File: config.mk
export PLATFORM = sky130hd
export DESIGN_NAME = step_dda_generator
export DESIGN_NICKNAME = d
export VERILOG_FILES = /design/src/rtl/step_dda_generator.sv
export SDC_FILE = /design/constraint.sdc
export NUM_CORES = 1
export LEC_CHECK = 0
export ABC_AREA = 1
export BUFFER_PORTS_ARGS = -buffer_cell sky130_fd_sc_hd__buf_2
export CELL_PAD_IN_SITES_DETAIL_PLACEMENT = 0
export CELL_PAD_IN_SITES_GLOBAL_PLACEMENT = 1
export CORE_MARGIN = 3
export CORE_UTILIZATION = 45
export CTS_BUF_LIST = sky130_fd_sc_hd__clkbuf_2 sky130_fd_sc_hd__clkbuf_4 sky130_fd_sc_hd__clkbuf_8
export CTS_CLUSTER_SIZE = 40
export DETAILED_ROUTE_END_ITERATION = 10
export PLACE_DENSITY = 0.89
export SLEW_MARGIN = 20
export SYNTH_ARGS = -nofsm -noshare
export SYNTH_HDL_FRONTEND = slang
export SYNTH_SLANG_ARGS = --single-unit
File: constraint.sdc
create_clock -name CLK -period 10 [get_ports CLK]
set_input_delay 2 -clock CLK [delete_from_list [all_inputs] [get_ports CLK]]
set_output_delay 2 -clock CLK [all_outputs]
set_load 0.05 [all_outputs]
File: src/rtl/step_dda_generator.sv
// DDA step/dir generator: queued moves become step pulses via a phase accumulator.
// Optional halt input is compiled in with `define STEP_DDA_HALT_EN.
module step_dda_generator #(
    parameter int TICKDIV   = 64,
    parameter int ACCUMBITS = 64,
    parameter int STEPPULSE = 16,
    parameter int DIRSETUP  = 8
) (
    input  logic                 CLK,
    input  logic                 reset,
    input  logic                 cmd_valid,
    output logic                 cmd_ready,
    input  logic [31:0]          cmd_steps,
    input  logic                 cmd_dir,
    input  logic [ACCUMBITS-1:0] cmd_rate,
    input  logic [ACCUMBITS-1:0] cmd_rate_delta,
    input  logic                 enable_in,
`ifdef STEP_DDA_HALT_EN
    input  logic                 halt,
`endif
    output logic                 step,
    output logic                 dir,
    output logic                 enable,
    output logic                 busy,
    output logic                 move_done,
    output logic                 step_overrun
);

    localparam int PSW = (TICKDIV > 1) ? $clog2(TICKDIV) : 1;
    localparam int PLW = $clog2(STEPPULSE + 1);
    localparam int DSW = $clog2(DIRSETUP + 1);

    localparam logic [1:0] ST_IDLE   = 2'd0;
    localparam logic [1:0] ST_DIRSET = 2'd1;
    localparam logic [1:0] ST_RUN    = 2'd2;
    localparam logic [1:0] ST_DONE   = 2'd3;

    logic [1:0]           state_q, state_d;
    logic [ACCUMBITS-1:0] accum_q, accum_d;
    logic [ACCUMBITS-1:0] rate_q, rate_d;
    logic [ACCUMBITS-1:0] delta_q, delta_d;
    logic [31:0]          steps_left_q, steps_left_d;
    logic [PSW-1:0]       presc_q, presc_d;
    logic [DSW-1:0]       dir_cnt_q, dir_cnt_d;
    logic [PLW-1:0]       pulse_cnt_q, pulse_cnt_d;
    logic                 step_q, step_d;
    logic                 dir_q, dir_d;
    logic                 enable_q, enable_d;
    logic                 overrun_q, overrun_d;

    logic [ACCUMBITS:0]   sum;
    logic [ACCUMBITS+1:0] rate_sum;
    logic [ACCUMBITS-1:0] rate_sat;
    logic                 tick;
    logic                 stop_req;

`ifdef STEP_DDA_HALT_EN
    assign stop_req  = !enable_in || halt;
    assign cmd_ready = (state_q == ST_IDLE) && !halt;
`else
    assign stop_req  = !enable_in;
    assign cmd_ready = (state_q == ST_IDLE);
`endif

    always_comb begin
        state_d      = state_q;
        accum_d      = accum_q;
        rate_d       = rate_q;
        delta_d      = delta_q;
        steps_left_d = steps_left_q;
        presc_d      = presc_q;
        dir_cnt_d    = dir_cnt_q;
        pulse_cnt_d  = pulse_cnt_q;
        step_d       = step_q;
        dir_d        = dir_q;
        enable_d     = enable_in;
        overrun_d    = overrun_q;

        sum      = {1'b0, accum_q} + {1'b0, rate_q};
        // Unsigned rate plus sign-extended delta; top bit flags a negative result.
        rate_sum = {2'b00, rate_q} + {{2{delta_q[ACCUMBITS-1]}}, delta_q};
        if (rate_sum[ACCUMBITS+1])  rate_sat = '0;
        else if (rate_sum[ACCUMBITS]) rate_sat = '1;
        else                          rate_sat = rate_sum[ACCUMBITS-1:0];
        tick = (presc_q == PSW'(TICKDIV - 1));

        if (step_q) begin
            if (pulse_cnt_q == '0) step_d = 1'b0;
            else                   pulse_cnt_d = pulse_cnt_q - 1'b1;
        end

        case (state_q)
            ST_IDLE: begin
                if (cmd_valid && cmd_ready) begin
                    steps_left_d = cmd_steps;
                    rate_d       = cmd_rate;
                    delta_d      = cmd_rate_delta;
                    presc_d      = '0;
                    dir_cnt_d    = '0;
                    if (cmd_steps == '0 || stop_req) begin
                        state_d = ST_DONE;
                    end else if (cmd_dir != dir_q) begin
                        dir_d   = cmd_dir;
                        state_d = ST_DIRSET;
                    end else begin
                        state_d = ST_RUN;
                    end
                end
            end
            ST_DIRSET: begin
                if (stop_req) begin
                    state_d = ST_DONE;
                end else if (dir_cnt_q == DSW'(DIRSETUP - 1)) begin
                    presc_d = '0;
                    state_d = ST_RUN;
                end else begin
                    dir_cnt_d = dir_cnt_q + 1'b1;
                end
            end
            ST_RUN: begin
                // Abort zeroes the count so the stop stays latched while the pulse drains.
                if (steps_left_q == '0 || stop_req) begin
                    steps_left_d = '0;
                    if (!step_q) state_d = ST_DONE;
                end else begin
                    presc_d = tick ? '0 : presc_q + 1'b1;
                    if (tick) begin
                        accum_d = sum[ACCUMBITS-1:0];
                        rate_d  = rate_sat;
                        if (sum[ACCUMBITS]) begin
                            steps_left_d = steps_left_q - 1'b1;
                            if (step_q) begin
                                overrun_d = 1'b1;
                            end else begin
                                step_d      = 1'b1;
                                pulse_cnt_d = PLW'(STEPPULSE - 1);
                            end
                        end
                    end
                end
            end
            default: begin
                accum_d = '0;
                state_d = ST_IDLE;
            end
        endcase
    end

    always_ff @(posedge CLK or posedge reset) begin
        if (reset) begin
            state_q      <= ST_IDLE;
            accum_q      <= '0;
            rate_q       <= '0;
            delta_q      <= '0;
            steps_left_q <= '0;
            presc_q      <= '0;
            dir_cnt_q    <= '0;
            pulse_cnt_q  <= '0;
            step_q       <= 1'b0;
            dir_q        <= 1'b0;
            enable_q     <= 1'b0;
            overrun_q    <= 1'b0;
        end else begin
            state_q      <= state_d;
            accum_q      <= accum_d;
            rate_q       <= rate_d;
            delta_q      <= delta_d;
            steps_left_q <= steps_left_d;
            presc_q      <= presc_d;
            dir_cnt_q    <= dir_cnt_d;
            pulse_cnt_q  <= pulse_cnt_d;
            step_q       <= step_d;
            dir_q        <= dir_d;
            enable_q     <= enable_d;
            overrun_q    <= overrun_d;
        end
    end

    assign step         = step_q;
    assign dir          = dir_q;
    assign enable       = enable_q;
    assign busy         = (state_q != ST_IDLE);
    assign move_done    = (state_q == ST_DONE);
    assign step_overrun = overrun_q;

endmodule

==> impl_metrics.json <==
{
  "status": "complete, no violations",
  "die_h_microns": 226.4,
  "rr_worst_depth": 16,
  "worst_slew_pin_slew_ps": 941.3,
  "post_cts_buffers": 0,
  "synth.top_cell.area_share_pct": 28.05,
  "worstPathArrival_ps": 1910,
  "syn_area_per_cell_sq_um": 6.238,
  "fin_hold_ws_ps": 472.2,
  "rsz0062_at_grt": "false",
  "yosys-top-cells-area": "dfrtp_1 28%, nand2_1 21%, a21oi_1 8.7%",
  "clkSlewWorstSetupHoldPaths_ps": 50,
  "crit_start": "state_q[0]$_DFFE_PP0P_",
  "crit-reg2reg-launch": "rate_q[0]$_DFFE_PP0P_",
  "firstDrtPassIters": 6,
  "cts-root-buf": "clkbuf_8",
  "cp-end-kind": "primary output",
  "ant_nets": 0,
  "drt_iter0_markers": 2087,
  "fin_worst_skew_ps": 45.66,
  "ys_ff_latch": 245,
  "cap_violations": 0,
  "wl_per_cell_microns": 18.15,
  "vias": 23200,
  "die_width_microns": 226.4,
  "hpwl_mm": 62.04,
  "hold_viol_final": 0,
  "finalSetupViolCount": 0,
  "hp-class": "reg -> reg",
  "fmax_ghz": 0.2559,
  "insertion_delay_ps": 660,
  "synth_top_area_cell": "dfrtp_1",
  "netlist_instances": 3504,
  "worst_slack_ps": 6092,
  "grt_max_degree": 178,
  "r2r_setup_slack_ps": 6500,
  "cts_tree": "built",
  "start_util_pct": 45.68,
  "grt_usage_pct": 30.43,
  "numCtsBuffers": 49,
  "pre_cts_slack_ps": 5949,
  "min_period_over_period_pct": 39.08,
  "cp_max_fo": 7,
  "area_growth_pct": 11.45,
  "reg2reg_to": "rate_q[48]$_DFFE_PP0P_",
  "cp.required_ps": 8000,
  "finalCriticalPeriod_ps": 3908,
  "gp_congestion": 1.009,
  "register_area_sq_um": 6131,
  "worstHoldStart": "dir_cnt_q[3]$_DFFE_PP0P_",
  "syn_area_sq_um": 21860,
  "start_kind": "register",
  "yosysSeqAreaShare_pct": 28.05,
  "final_max_slew_viol_count": 0,
  "ys_types": 49,
  "grt_remaining_overflow": 0,
  "clockBufferDepth": 3,
  "multi_input_area_sq_um": 13620,
  "grt_pass1_vias": 21713,
  "slew_headroom_pct": 37.25,
  "synth_nets": 3809,
  "htreeDepth": 2,
  "portBuffers": 171,
  "core_region_area_sq_um": 47850,
  "ys_warn_count": 0,
  "row_count": 80,
  "post-route-drc-count": 0,
  "io-pin-count": 172,
  "cts_sinks": 245,
  "antenna_found_initial": 1,
  "postSynth.asyncResetShare_pct": 100.0,
  "drt_wl_total_mm": 78.27,
  "num-fill-cells": 5166,
  "crit_end": "busy",
  "synth_ff_type": "dfrtp_1",
  "synth_edf_count": 0,
  "criticalPathCategory": "reg -> out",
  "vias_per_cell": 5.380,
  "layout-drive-gt1-share_pct": 9.578,
  "fin_tns_setup_ps": 0,
  "die_area_sq_um": 51250,
  "grt_pass1_wl_mm": 120.9,
  "cts-resized-gates": 0,
  "postCtsHoldBufs": 0,
  "fin_nets": 3965
}
routing by layer:
layer  GRT usage, %  part of all wire [%]
met5              0                     0
met2          47.22                    44
met3          3.327                   6.7
met4          9.737                   3.1
met1          44.45                    46
cell usage after synthesis, drive strengths merged, types with 2 or more instances:
master / number
nand2: 1251
inv: 444
a21oi: 390
nor2: 349
dfrtp: 245
nand3: 176
o21ai: 158
ha: 138
xnor2: 60
clkbuf: 46
nor3: 41
buf: 33
nand4: 33
o21bai: 30
xor2: 22
nor4: 13
a21o: 10
a31oi: 9
o21a: 9
or2: 8
and3: 7
o22ai: 7
o211ai: 4
a22o: 3
and2: 3
nand3b: 3
o31ai: 3
a21boi: 2
fa: 2
area by class of cell:
| type | count | area share (%) |
|---|---|---|
| multi-input cells | 2735 | 55.92 |
| repair buffers | 184 | 4.047 |
| clock inverters | 14 | 1.058 |
| clock buffers | 73 | 3.739 |
| inverters | 445 | 6.898 |
| well taps | 615 | 3.159 |
| flip-flops and latches | 245 | 25.17 |
| diodes | 1 | 0.01027 |
worst min-delay path by stage:
stage / endpoint / cells after the start
after floorplan: steps_left_q[29]$_DFFE_PP0P_ / 2
after global placement: steps_left_q[29]$_DFFE_PP0P_ / 2
after detailed placement: dir_cnt_q[3]$_DFFE_PP0P_ / 1
after CTS: dir_cnt_q[3]$_DFFE_PP0P_ / 1
after global routing: dir_cnt_q[3]$_DFFE_PP0P_ / 1
final: dir_cnt_q[3]$_DFFE_PP0P_ / 1
state kept, by name, summed over array words and instances (netlist names):
register,count
state_q,2
step_overrun,1
step,1
dir,1
pulse_cnt_q,5
delta_q,64
rate_q,64
steps_left_q,32
accum_q,64
presc_q,6
dir_cnt_q,4
enable,1
worst max-delay path, cell delays in order (launching register included):
cell and delay (ps):
dfrtp_1 400, inv_1 110, ha_1 350, inv_1 160, buf_2 240
kinds of logic (layout without fill, tap and decap cells):
logic type	Yosys count	in the layout	synth area share [%]
mux	1	1	0.05152
buf+inv	524	716	9.726
simple gates	1884	1884	35.21
xor+xnor	82	82	3.286
fa+ha+maj	140	140	8.083
flops	245	245	28.05
other cells	0	1	0
compound gates	628	628	15.59
metrics by stage:
stage,util (%),instances,cell area (sq um)
2_1_floorplan,-,3504,21860
6_report,50.91,4312,24360
3_5_place_dp,48.40,4223,23160
5_1_grt,50.91,4312,24360
3_3_place_gp,48.40,4223,23160
4_1_cts,50.85,4310,24330
cell usage in the layout (no fill, tap or decap), types with 22 or more instances in the layout:
cell / n
nand2_1: 1229
inv_1: 439
a21oi_1: 379
nor2_1: 330
dfrtp_1: 245
nand3_1: 171
buf_2: 171
ha_1: 138
o21ai_0: 121
xnor2_1: 60
clkbuf_8: 58
nor3_1: 38
nand4_1: 33
o21bai_1: 30
o21ai_1: 28
xor2_1: 22
Power is not shown: default switching activity piles up to over one toggle a cycle in this logic, so the estimate is an artifact.
